<file path="src/rtl/button_conditioner.sv">
// rtl/button_conditioner.sv - debounce, synchronise, auto-repeat and arbitrate seven push-buttons
module button_conditioner #(
    parameter int unsigned DEBOUNCE_CYCLES = 500000,
    parameter int unsigned REPEAT_DELAY    = 50000000,
    parameter int unsigned REPEAT_PERIOD   = 20000000,
    parameter logic [4:0]  REPEAT_EN       = 5'b01111,
    parameter int unsigned CNT_W           = 26
) (
    input  logic       Clk,
    input  logic       Reset,
    input  logic       BtnR,
    input  logic       BtnL,
    input  logic       BtnU,
    input  logic       BtnD,
    input  logic       BtnC,
    input  logic       BtnStart,
    input  logic       BtnAck,
    output logic       Right,
    output logic       Left,
    output logic       Up,
    output logic       Down,
    output logic       Select,
    output logic       Start,
    output logic       Ack,
    output logic       StartDB,
    output logic       AckDB,
    output logic [4:0] Pending
);

    // Channel index: 0 Right, 1 Left, 2 Up, 3 Down, 4 Select, 5 Start, 6 Ack.
    localparam int NCH = 7;

    localparam logic [CNT_W-1:0] DB_LAST    = CNT_W'(DEBOUNCE_CYCLES - 1);
    localparam logic [CNT_W-1:0] RPT_FIRST  = CNT_W'(REPEAT_DELAY - 1);
    localparam logic [CNT_W-1:0] RPT_NEXT   = CNT_W'(REPEAT_PERIOD - 1);
    localparam logic [NCH-1:0]   REP_MASK   = {2'b00, REPEAT_EN};

    typedef enum logic [2:0] {
        IDLE,
        PRESS_WAIT,
        PULSE,
        HELD,
        RELEASE_WAIT
    } state_t;

    logic [NCH-1:0] raw;
    logic [NCH-1:0] sync_a;
    logic [NCH-1:0] sync_b;
    logic [NCH-1:0] req;
    logic [1:0]     level;

    assign raw = {BtnAck, BtnStart, BtnC, BtnD, BtnU, BtnL, BtnR};

    // Two-flop synchroniser for every raw button
    always_ff @(posedge Clk or negedge Reset) begin
        if (!Reset) begin
            sync_a <= '0;
            sync_b <= '0;
        end else begin
            sync_a <= raw;
            sync_b <= sync_a;
        end
    end

    for (genvar ch = 0; ch < NCH; ch++) begin : g_ch
        localparam logic REP = REP_MASK[ch];

        state_t           state, state_nx;
        logic [CNT_W-1:0] cnt, cnt_nx;
        logic             first, first_nx;
        logic             req_ch;

        // Channel state, counter and first-repeat flag
        always_ff @(posedge Clk or negedge Reset) begin
            if (!Reset) begin
                state <= IDLE;
                cnt   <= '0;
                first <= 1'b0;
            end else begin
                state <= state_nx;
                cnt   <= cnt_nx;
                first <= first_nx;
            end
        end

        // Debounce / hold / repeat sequencing; a release glitch returns to HELD silently
        always_comb begin
            state_nx = state;
            cnt_nx   = cnt;
            first_nx = first;
            req_ch   = 1'b0;
            case (state)
                IDLE: begin
                    if (sync_b[ch]) begin
                        state_nx = PRESS_WAIT;
                        cnt_nx   = '0;
                    end
                end
                PRESS_WAIT: begin
                    if (!sync_b[ch]) begin
                        state_nx = IDLE;
                    end else if (cnt == DB_LAST) begin
                        state_nx = PULSE;
                    end else begin
                        cnt_nx = cnt + 1'b1;
                    end
                end
                PULSE: begin
                    req_ch   = 1'b1;
                    state_nx = HELD;
                    cnt_nx   = '0;
                    first_nx = 1'b1;
                end
                HELD: begin
                    if (!sync_b[ch]) begin
                        state_nx = RELEASE_WAIT;
                        cnt_nx   = '0;
                    end else if (REP && (cnt == (first ? RPT_FIRST : RPT_NEXT))) begin
                        req_ch   = 1'b1;
                        cnt_nx   = '0;
                        first_nx = 1'b0;
                    end else begin
                        cnt_nx = cnt + 1'b1;
                    end
                end
                RELEASE_WAIT: begin
                    if (sync_b[ch]) begin
                        state_nx = HELD;
                        cnt_nx   = '0;
                    end else if (cnt == DB_LAST) begin
                        state_nx = IDLE;
                    end else begin
                        cnt_nx = cnt + 1'b1;
                    end
                end
                default: begin
                    state_nx = IDLE;
                    cnt_nx   = '0;
                end
            endcase
        end

        assign req[ch] = req_ch;

        if (ch >= 5) begin : g_level
            assign level[ch-5] = (state == PULSE) || (state == HELD) || (state == RELEASE_WAIT);
        end
    end

    // Start/Ack bypass the arbiter: pulse and debounced level registered directly
    always_ff @(posedge Clk or negedge Reset) begin
        if (!Reset) begin
            Start   <= 1'b0;
            Ack     <= 1'b0;
            StartDB <= 1'b0;
            AckDB   <= 1'b0;
        end else begin
            Start   <= req[5];
            Ack     <= req[6];
            StartDB <= level[0];
            AckDB   <= level[1];
        end
    end

    logic [4:0] grant;
    logic [4:0] pending_nx;

    // Lowest set bit wins (Right highest); a request landing on the serviced bit re-arms it
    always_comb begin
        grant      = Pending & (~Pending + 5'd1);
        pending_nx = (Pending & ~grant) | req[4:0];
    end

    // Pending set and registered one-hot game-key pulses
    always_ff @(posedge Clk or negedge Reset) begin
        if (!Reset) begin
            Pending <= '0;
            {Select, Down, Up, Left, Right} <= '0;
        end else begin
            Pending <= pending_nx;
            {Select, Down, Up, Left, Right} <= grant;
        end
    end

endmodule

</file>
<file path="config.mk">
export PLATFORM = sky130hd
export DESIGN_NAME = button_conditioner
export DESIGN_NICKNAME = d
export VERILOG_FILES = /design/src/rtl/button_conditioner.sv
export SDC_FILE = /design/constraint.sdc
export NUM_CORES = 1
export LEC_CHECK = 0
export ABC_AREA = 1
export ABC_CLOCK_PERIOD_IN_PS = 1900
export CAP_MARGIN = 25
export CORE_AREA = 2 2 202 204
export CTS_CLUSTER_SIZE = 25
export DETAILED_ROUTE_END_ITERATION = 10
export DIE_AREA = 0 0 204 206
export PLACE_DENSITY = 0.6
export SYNTH_ARGS = -nofsm -noshare
export SYNTH_HDL_FRONTEND = slang
export SYNTH_SLANG_ARGS = --single-unit
</file>
<file path="constraint.sdc">
create_clock -name Clk -period 1.9 [get_ports Clk]
set_input_delay 0.57 -clock Clk [delete_from_list [all_inputs] [get_ports Clk]]
set_output_delay 0.57 -clock Clk [all_outputs]
set_load 0.005 [all_outputs]
</file>
# [Word-level counts from Yosys, hierarchy flattened]
# Index checks and enable logic that the tools add are counted.
[word_totals] ff_bits=235 inputBits=9 out_inout_bits=14 elab_cells=284
[classes] addsub=8 n_eq_ne=82 n_mux=126 n_bitwise=5 n_reduce_logical=33
[ops] op="two-way mux 26 bit" n=43
[ops] op="one-hot mux 26 bit (4 select lines)" n=7
[ops] op="adder 26 x 1 -> 26 bit, second input constant" n=7
[ops] op="== test 26 x 19 -> 1 bit, second input constant" n=7
[ops] op="two-way mux 3 bit" n=42
[ops] op="one-hot mux 3 bit (5 select lines)" n=7
[ops] op="== test 26 bit" n=4
[ops] op="!= test 2 bit, second input constant" n=29
[ops] op="== test 3 x 2 -> 1 bit, second input constant" n=14
[ops] op="!= test 3 bit, second input constant" n=14
[ops] op="AND reduction 4 bit" n=7
[ops] op="== test 3 x 1 -> 1 bit, second input constant" n=7
[ops] op="== test 3 bit, second input constant" n=7
[ops] op="zero test 3 bit" n=7
[ops] op="two-way mux 1 bit" n=19
[ops] op="one-hot mux 1 bit (2 select lines)" n=8
[ops] op="AND reduction 2 bit" n=7
[ops] op="AND reduction 3 bit" n=4
[ops] op="AND 5 bit" n=2
[ops] op="inverter 5 bit" n=2
[ops] op="nonzero test 2 bit" n=4
[ops] op="adder 5 x 1 -> 5 bit, second input constant" n=1
[ops] op="OR 5 bit" n=1
[ops] op="logical OR 1 bit" n=4

# [Depth between registers and ports, before layout]
# Gate-level depths: netlist of run 1.
[depth] depth_word=6 depth_mapped=14 ltp_nobuf=14

# [Least setup slack after synthesis of run 1]
# No wires, ideal clock.
[synth_path] path_type="reg2reg" from="register g_ch[0].cnt[0]" to="register g_ch[0].cnt[12]" setup_time_ns=0.113 arrival_time_ns=1.591 required_ns=1.787 setup_slack_ns=0.196 stages_incl_launch_ff=13 path_buffers=0 synth_period_minus_slack_ns=1.704 cell_sequence="dfrtp_1 > ha_1 > nand2_2 > nor2_4 > nand2_2 > nor2_1 > nand2_1 > o21bai_4 > nand2_4 > nand2_1 > nand2_1 > nand2_1 > inv_1"
[synth_via] elab_chain_cells=4 word_cells_on_any_way=9 cone_classes="add/sub: 1; eq/ne: 2; mux: 6"
[synth_lines] item="from (decl)" line="69" rtl="logic [CNT_W-1:0] cnt, cnt_nx;"
[synth_lines] item="from (signal assigned)" line="81" rtl="cnt <= cnt_nx;"
[synth_lines] item="adder 26 x 1 -> 26 bit, or another cell as far along" line="105, 123, 133"
[synth_lines] item="two-way mux 26 bit, on equally long branches" line="102, 130, 118"
[synth_lines] item="two-way mux 26 bit, on equally long branches" line="127, 100, 115"
[synth_lines] item="one-hot mux 26 bit (4 select lines) *" line="92" rtl="case (state)"
# Mark *: on every way between the ends. The rest lies on a longest branch, timed or not. The select of a mux whose other input is x is not followed.
# A chain may end at the register's enable or synchronous reset.

# [Worst setup path after layout of run 1]
[layout_path] from="register g_ch[5].cnt[1]" to="register g_ch[5].cnt[18]"
[layout_via] elab_chain_cells=4 word_cells_on_any_way=7 cone_classes="add/sub: 1; eq/ne: 1; mux: 5"
[layout_lines] item="from (decl)" line="69"
[layout_lines] item="from (signal assigned)" line="81"
[layout_lines] item="adder 26 x 1 -> 26 bit or == test 26 x 19 -> 1 bit (tied branches)"
[layout_lines] item="two-way mux 26 bit" line="102, 130"
[layout_lines] item="two-way mux 26 bit, on equally long branches" line="127, 100"
[layout_lines] item="one-hot mux 26 bit (4 select lines) *" line="92"
# Marks and branches as above.

==> results.md, run 1 <==
* Tightest Pin Transition at 564 ps
* Count of input and output buffers at 22
* P_leak at 8.79 nW
* IO Count at 23
* Antenna fix cells at 0
* Fillers at 4,069
* Fin nets at 2,479
* CP arrival at 2270 ps
* Gr ovfl total at 0
* Vias in the first global route at 15,100
* Yosys cell types at 57
* Synth Area per Inst at 6.83 sq um
* Cell taking the most area after synthesis: dfrtp_1
* Die area at 42,000 sq um
* Initial antenna violation count at 0
* DRC viols at 0
* Via Count at 15,800
* R2R Path End: g_ch[5].cnt[18]
* Placement Setup Slack at -78.4 ps
* Layout cells sized above 1 at 17.0%
* Pwr Density at 927 nW/um^2
* Post-layout min period at 1830 ps
* Endpoints failing hold at 0
* Die H at 206 um
* H-tree depth at 1
* Setup slack after layout at 67.9 ps
* Synth area leaders: dfrtp_1, nand2_1, inv_1
* Setup crit start kind: flip-flop
* Flop-to-flop setup slack at 70 ps
* Max Clock Freq at 546 MHz
* Die Wd at 204 um
* Area Growth Syn to Fin at 21.6%
* Initial DRT Pass Iterations at 6
* Crit Path Category: flip-flop to flip-flop
* Iter 0 DRT Violations at 1,262
* Max-Cap Viols at 0
* Status: completed
* Final Cycle Share at 96.4%
* WL/cell at 14.9 um
* Largest net degree at the start of global routing at 42
* Worst VDD drop at 710 uV
* Synth top area share at 37.4%
* Fin cells at 3,017
* FF+latch count, synth at 235
* Final setup vio count at 0
* Worst skew pair latency at 560 ps
* Worst-path maximum fanout at 4
* Post-route ant nets at 0
* Async SR Flop Fraction at 100%
* Hold Crit Class: flip-flop to flip-flop
* Top FF cell, synth: dfrtp_1
* Most common library cells after synthesis: nand2_1, inv_1, nor2_1
* DP Wirelength at 33.5 mm
* Net count after synthesis at 2,317
* EDFF count, synth at 0
* Maximum clock insertion buffer count at 3
* Mapped Cells at 2,301
* Starting Density at 39.1%
* Total global-route track usage at 21.2%
* Endpoint, Worst Hold: sync_b[4]
* Crit end category: flip-flop
* Total Power at 17.7 mW
* Gp weighted congestion at 0.963
* CTS buffer count at 29
* Worst r2r src: g_ch[5].cnt[1]
* Placed Instances at 2,926
* Hold path cells at 0
* CP required at 2340 ps
* Cell with the most instances after synthesis: nand2_1
* Global-route wire length before repair at 74.2 mm
* Root Buffer: clkbuf_16
* CTS Sinks at 235
* Hold path startpoint: sync_a[4]
* Util after Layout at 47.5%
* Core area at 40,200 sq um
* Rows at 74
* Min Hold Slack at 346 ps
* Synth warn at 0
* Worst clock skew at 7.49 ps
* Routed WL at 44.9 mm
* Pins Over Slew Limit at 0
* CTS clock-pin slew for the worst setup and hold paths at 60 ps
* Sequential area share after synthesis at 37.4%
* Unrepaired setup endpoints after global routing: yes
* Worst slew margin at 62.1%
* Vias per Instance at 5.24
* Worst R2R Path Depth at 11
* Post-Syn Area at 15,700 sq um
* CTS tree: yes
-- per-stage QoR --
stage | cell area [sq um] | setup TNS [ps]
4_1_cts | 18300 | 0
6_report | 19100 | 0
2_1_floorplan | 15700 | 0
3_5_place_dp | 17300 | -594
5_1_grt | 19100 | -420
3_3_place_gp | 17300 | -121
-- flip-flops by register name, summed over array words and instances, names as in the netlist, 4 cells and up --
signal	count
g_ch.state	21
g_ch.cnt	182
g_ch.first	4
sync_b	7
sync_a	7
Pending	5
-- critical path, cell delays in order (launching register included) --
cell       delay (ps)
dfrtp_1           390
ha_2              220
nand2_4            60
nor2_4            190
nand3_2            90
inv_2              90
buf_4             100
nand2_1           100
inv_1             160
nand3_1           100
o2111ai_1         100
o21ai_0           110
-- power by group --
part	internal [mW]	switching (mW)
clock	3.52	2.16
sequential	5.47	0.406
combinational	2.07	4.10
-- cells by family (layout without fill, tap and decap cells) --
kind of cell	after synthesis	count (layout)	share of synthesized area (%)
compound gates	296	296	10.7
xor+xnor	63	63	3.51
fa+ha+maj	7	7	0.557
buf+inv	360	541	8.84
flops	235	235	37.4
simple gates	1340	1343	38.9
-- placed cells by master (no fill, tap or decap), types with 5 or more instances in the layout --
master | netlist | final
clkdlybuf4s50_1 | 0 | 7
inv_2 | 26 | 34
nand3_2 | 6 | 11
nand3_1 | 201 | 192
clkinv_2 | 0 | 5
o21ai_1 | 32 | 37
nor2_1 | 247 | 216
dlygate4sd2_1 | 0 | 14
o22ai_2 | 4 | 8
nor2_2 | 21 | 40
nor2_4 | 9 | 21
nor3_1 | 90 | 84
nand2_8 | 0 | 5
nand2_1 | 604 | 577
a21oi_1 | 70 | 70
nand2_4 | 13 | 17
xnor2_1 | 5 | 5
xor2_1 | 58 | 58
clkbuf_16 | 0 | 29
a31oi_1 | 6 | 6
inv_1 | 298 | 290
dfrtp_1 | 235 | 225
o21ai_0 | 131 | 125
o2111ai_1 | 5 | 5
buf_12 | 0 | 7
nand2_2 | 19 | 40
nor4_1 | 18 | 17
nor3_2 | 10 | 14
dfrtp_2 | 0 | 10
o22ai_1 | 21 | 17
buf_4 | 1 | 129
clkbuf_8 | 0 | 12
nand4_1 | 77 | 77
-- layer usage --
metal	routed length [um]	global-route usage, %
met1	20500	28.9
met2	21100	35.8
met4	1120	5.41
met5	0	0
met3	2270	2.37
-- timing repair --
item                       CTS  global route
hold endpoints to repair    35             0
hold buffers                 1             0
pin swaps                    0            53
gates resized for setup     21           141
buffers inserted             2            32
setup endpoints to repair   29           158
gates cloned                 0             3
-- how the worst max path moves through the flow --
stage                           from              end  slack [ps]  depth (start not counted)
floorplan             g_ch[0].cnt[0]  g_ch[0].cnt[12]         200                         12
global placement      g_ch[5].cnt[1]  g_ch[5].cnt[17]         -30                         11
detailed placement    g_ch[5].cnt[1]   g_ch[5].cnt[5]         -80                         12
CTS                   g_ch[1].cnt[0]   g_ch[1].cnt[3]           1                         12
global route        g_ch[4].state[2]  g_ch[4].cnt[23]         -40                         11
finish                g_ch[5].cnt[1]  g_ch[5].cnt[18]          70                         11
-- cell type report --
| class | instances | area [sq um] | area share (%) |
|---|---|---|---|
| multi-input cells | 1709 | 8950 | 46.9 |
| flip-flops and latches | 235 | 5890 | 30.8 |
| repair buffers | 163 | 1370 | 7.18 |
| inverters | 325 | 1220 | 6.39 |
| clock buffers | 45 | 906 | 4.74 |
| well taps | 532 | 666 | 3.48 |
| clock inverters | 8 | 93.8 | 0.491 |
Note: power is estimated with default switching activity, not from simulation.
==> run 2: changes to the inputs <==
- ABC_CLOCK_PERIOD_IN_PS: 1900 -> 2200
- GPL_TIMING_DRIVEN: unset -> 1
- clock period: 1.9 -> 2.2 ns (I/O delays scaled with it)
==> results.md, run 2 (synthesis gave the netlist of run 1 again) <==
* Final setup vio count at 0
* Antenna fix cells at 0
* Count of input and output buffers at 22
* Die Wd at 204 um
* Die H at 206 um
* Worst VDD drop at 582 uV
* CP arrival at 1470 ps
* Post-layout min period at 2130 ps
* Via Count at 15,200
* Post-route ant nets at 0
* CTS buffer count at 30
* Fin nets at 2,360
* Crit end category: output port
* Register area at 5880 sq um
* Setup crit start kind: flip-flop
* Util after Layout at 44.0%
* Fin cells at 2,898
* Area Growth Syn to Fin at 12.5%
* Crit path max-delay family: buffers and inverters
* Iter 0 DRT Violations at 1,086
* Pwr Density at 826 nW/um^2
* P_leak at 8.02 nW
* Min Hold Slack at 345 ps
* CP max stage delay at 520 ps
* Unrepaired setup endpoints after global routing: no
* DRC viols at 0
* Starting Density at 39.1%
* M2 GR Usage at 34.3%
* Top flop regs: g_ch.cnt x182, g_ch.state x21
* H-tree depth at 1
* Endpoints failing hold at 0
* Initial antenna violation count at 0
* Maximum clock insertion buffer count at 3
* CP required at 1540 ps
* Hold Crit Class: flip-flop to flip-flop
* Most frequent cells in the layout: nand2_1, inv_1, nor2_1
* Final Cycle Share at 96.8%
* Total global-route track usage at 21.0%
* Vias in the first global route at 14,700
* Gp weighted congestion at 0.968
* CP max stage cell: clkdlybuf4s50_1
* CTS Sinks at 235
* Worst clock skew at 12.3 ps
* Max-Cap Viols at 0
* Placed Instances at 2,842
* Tightest Pin Transition at 554 ps
* Pins Over Slew Limit at 0
* Most common cell after layout, fill and taps aside: nand2_1
* Crit Path Category: flip-flop to output port
* Worst skew pair latency at 580 ps
* Gr ovfl total at 0
* GRT met3 Usage at 2.52%
* CTS clock-pin slew for the worst setup and hold paths at 60 ps
* WL/cell at 14.9 um
* Setup TNS Final at 0 ps
* Critical-path cell list: clkdlybuf4s50_1
* Most flops, register: g_ch.cnt
* Max FFs per register at 182
* Rows at 74
* Routed WL at 43.2 mm
* Status: completed
* M1 GR Usage at 29.0%
* CP bufs+invs at 1
* Layout cells sized above 1 at 8.62%
* Top Usage Layer GRT: met2
* Global-route wire length before repair at 73.2 mm
* CTS tree: yes
* Initial DRT Pass Iterations at 6
* Largest net degree at the start of global routing at 61
* Worst slew margin at 63.1%
* Core area at 40,200 sq um
* DP Wirelength at 32.3 mm
* Root Buffer: clkbuf_16
* Max Clock Freq at 470 MHz
* Multi-input gate area at 8460 sq um
* Worst-path maximum fanout at 2
* Fillers at 4,136
* Vias per Instance at 5.26
* Die area at 42,000 sq um
* IO Count at 23
## run 2: power by group
part	internal, mW	total (mW)	switching [mW]
logic	1.39	4.61	3.22
registers	4.72	5.09	0.363
clock network	2.93	4.90	1.98
## run 2: repair_timing
action,CTS,global route
hold buffers,1,0
buffers inserted,1,0
gates resized for setup,0,5
endpoints found under the hold margin,35,0
setup endpoints to repair,1,10
## run 2: metrics by stage
stage	cell area, sq um	setup WS [ps]	power, mW
global route	17700	9.45	15.6
detailed placement	16600	173	9.77
finish	17700	71.4	14.6
CTS	17700	9.88	14.8
global placement	16600	208	9.73
floorplan	15700	496	8.29
## run 2: layout make-up
class | count | share of cell area, %
multi-input cells | 1706 | 47.9
flip-flops and latches | 235 | 33.3
inverters | 325 | 6.90
clock buffers | 40 | 4.80
well taps | 532 | 3.77
repair buffers | 46 | 2.59
clock inverters | 14 | 0.800
## run 2: worst paths after layout
kind                                startpoint                to  slack (ps)  cells after the start
worst max register to register  g_ch[2].cnt[1]   g_ch[2].cnt[14]         190                     11
min in group asynchronous                Reset   g_ch[1].cnt[23]         570                      2
worst min register to register       sync_a[1]         sync_b[1]         340                      0
worst min-delay path                 sync_a[1]         sync_b[1]         340                      0
max in group asynchronous                Reset  g_ch[6].state[1]         970                      3
worst max-delay path                Pending[0]        Pending[0]          70                      1
## run 2: per-layer routing
| metal | routed length, um | vias to the layer above |
|---|---|---|
| li1 | - | 7619 |
| met1 | 20000 | 7105 |
| met2 | 19700 | 423 |
| met3 | 2310 | 91 |
| met4 | 1140 | 0 |
| met5 | 0 | - |
==> run 3: changes to the inputs <==
- GPL_TIMING_DRIVEN: 1 -> 0
- RECOVER_POWER: unset -> 50
==> results.md, run 3 (synthesis gave the netlist of run 1 again) <==
* Count of input and output buffers at 22
* WL/cell at 15.2 um
* CTS clock-pin slew for the worst setup and hold paths at 60 ps
* Gr ovfl total at 0
* Global-route wire length before repair at 74.3 mm
* Hold Crit Class: flip-flop to flip-flop
* Starting Density at 39.1%
* Gp weighted congestion at 0.930
* Max Clock Freq at 473 MHz
* Layout cells sized above 1 at 8.21%
* Most flops, register: g_ch.cnt
* CP max stage delay at 510 ps
* Maximum clock insertion buffer count at 3
* CP max stage cell: clkdlybuf4s50_1
* Routed WL at 44.4 mm
* R2R Path End: g_ch[1].cnt[10]
* Rows at 74
* Most common cell after layout, fill and taps aside: nand2_1
* CTS buffer count at 30
* Clk pwr share at 33.5%
* Sw frac at 38.4%
* Worst R2R Path Depth at 11
* Endpoint, Worst Hold: sync_b[3]
* Initial DRT Pass Iterations at 8
* Total global-route track usage at 21.4%
* Placed cell area at 16,700 sq um
* Worst skew pair latency at 590 ps
* Tightest Pin Transition at 780 ps
* Unrepaired setup endpoints after global routing: no
* Die H at 206 um
* Fillers at 4,152
* Crit end category: output port
* Register area at 5880 sq um
* Top flop regs: g_ch.cnt x182, g_ch.state x21
* Pwr Density at 832 nW/um^2
* Total Power at 14.7 mW
* Final setup vio count at 0
* Hold path cells at 0
* Post-route ant nets at 0
* Cell internal pwr at 9.07 mW
* Worst r2r src: g_ch[1].cnt[15]
* Crit path max-delay family: buffers and inverters
* Setup crit start kind: flip-flop
* Fin cells at 2,921
* Largest net degree at the start of global routing at 113
* Multi-input gate area at 8450 sq um
* CTS Sinks at 235
* Status: completed
* Area Growth Syn to Fin at 12.7%
* Final Cycle Share at 96.1%
* Via Count at 15,300
* CP required at 1540 ps
* CP bufs+invs at 1
* DP Wirelength at 32.6 mm
* Placed Instances at 2,857
* Max FFs per register at 182
* Design area at 17,700 sq um
* CTS tree: yes
* Worst-path maximum fanout at 3
* Critical-path cell list: clkdlybuf4s50_1
* Die Wd at 204 um
* Initial antenna violation count at 0
* H-tree depth at 1
* Crit Path Category: flip-flop to output port
* Vias in the first global route at 14,600
* CP arrival at 1450 ps
* Worst slew margin at 47.9%
* Iter 0 DRT Violations at 1,070
* Die area at 42,000 sq um
* Post-layout min period at 2110 ps
* Fin nets at 2,380
* Most frequent cells in the layout: nand2_1, inv_1, nor2_1
* Vias per Instance at 5.25
* Root Buffer: clkbuf_16
* Max-Cap Viols at 0
* Sequential share of power at 34.5%
* Flop-to-flop setup slack at 120 ps
* Psw at 5.66 mW
* IO Count at 23
* DRC viols at 0
* Pins Over Slew Limit at 0
* Worst clock skew at 21.2 ps
* P_leak at 8.05 nW
* Worst VDD drop at 570 uV
* Logic gate share of total power at 32.0%
* Hold path startpoint: sync_a[3]
* Core area at 40,200 sq um
* Endpoints failing hold at 0
[run 3: changes by cell type in the layout (fill, tap and decap cells not counted), moves of 3 or more]
cell / previous run / this run
buf_2: 0 / 14
nand2_2: 21 / 18
nand2_1: 602 / 606
inv_1: 298 / 301
inv_2: 26 / 23
buf_12: 4 / 0
dlygate4sd3_1: 1 / 8
buf_4: 19 / 5
clkdlybuf4s50_1: 21 / 13
dfrtp_2: 0 / 3
dfrtp_1: 235 / 232
clkinvlp_4: 4 / 0
clkbuf_1: 4 / 27
[run 3: per-stage QoR]
| stage | hold slack, ps | setup slack (ps) | TNS [ps] | util [%] |
|---|---|---|---|---|
| 2_1_floorplan | 331 | 496 | 0 | - |
| 3_3_place_gp | 335 | -10290 | -2408640 | 41.3 |
| 3_5_place_dp | 336 | 65.7 | 0 | 41.5 |
| 4_1_cts | 351 | 29.3 | 0 | 44.0 |
| 5_1_grt | 359 | 3.32 | 0 | 44.0 |
| 6_report | 349 | 85.5 | 0 | 44.1 |
[run 3: area by class of cell]
class                   instances  share of cell area (%)
inverters                     325                    6.89
repair buffers                 30                    1.82
clock inverters                 9                   0.601
plain buffers                  35                   0.954
flip-flops and latches        235                    33.2
clock buffers                  47                    5.00
well taps                     532                    3.76
multi-input cells            1707                    47.7
diodes                          1                  0.0141
[run 3: repair_timing]
action / in CTS / in global routing
gates resized for setup: 2 / 14
endpoints found under the hold margin: 39 / 0
buffers inserted: 2 / 3
endpoints found under the setup margin: 2 / 56
cloned: 0 / 1
pin swaps: 0 / 4
hold buffers: 1 / 0
[run 3: metal layers]
layer  vias up  wire [um]  global-route usage (%)  part of all wire, %
met5         -          0                       0                    0
li1       7656          -                       -                    -
met3        69       2210                    2.37                  5.0
met4         0        917                    5.85                  2.1
met1      7212      21400                    30.6                   48
met2       397      19800                    34.5                   45
[run 3: power groups by stage]
stage | Combinational [mW] | Sequential (mW) | Clock (mW)
2_1_floorplan | 3.21 | 5.08 | 0
3_3_place_gp | 4.58 | 5.17 | 0
3_5_place_dp | 4.63 | 5.17 | 0
4_1_cts | 4.68 | 5.09 | 5.12
5_1_grt | 5.33 | 5.15 | 5.29
6_report | 4.71 | 5.08 | 4.94
[run 3: worst max-delay path by stage]
| stage | startpoint | to | cells after the start |
|---|---|---|---|
| finish | Pending[3] | Pending[3] | 1 |
| global route | g_ch[1].cnt[15] | g_ch[1].cnt[10] | 11 |
| CTS | Pending[4] | Pending[4] | 1 |
| detailed placement | g_ch[0].cnt[0] | g_ch[0].cnt[6] | 10 |
| global placement | Reset | sync_a[5] | 1 |
| floorplan | g_ch[0].cnt[0] | g_ch[0].cnt[12] | 12 |
[run 3: worst reg2reg max path, stage by stage, from the launching register on]
cell and delay [ps]:
dfrtp_1 530, nand2_1 200, nor2_1 120, nand3_1 140
nand2_1 100, nand2_1 60, nor2_2 70, nand2_1 110
nand2_4 130, nand2_1 210, o21ai_0 170, a21oi_1 90
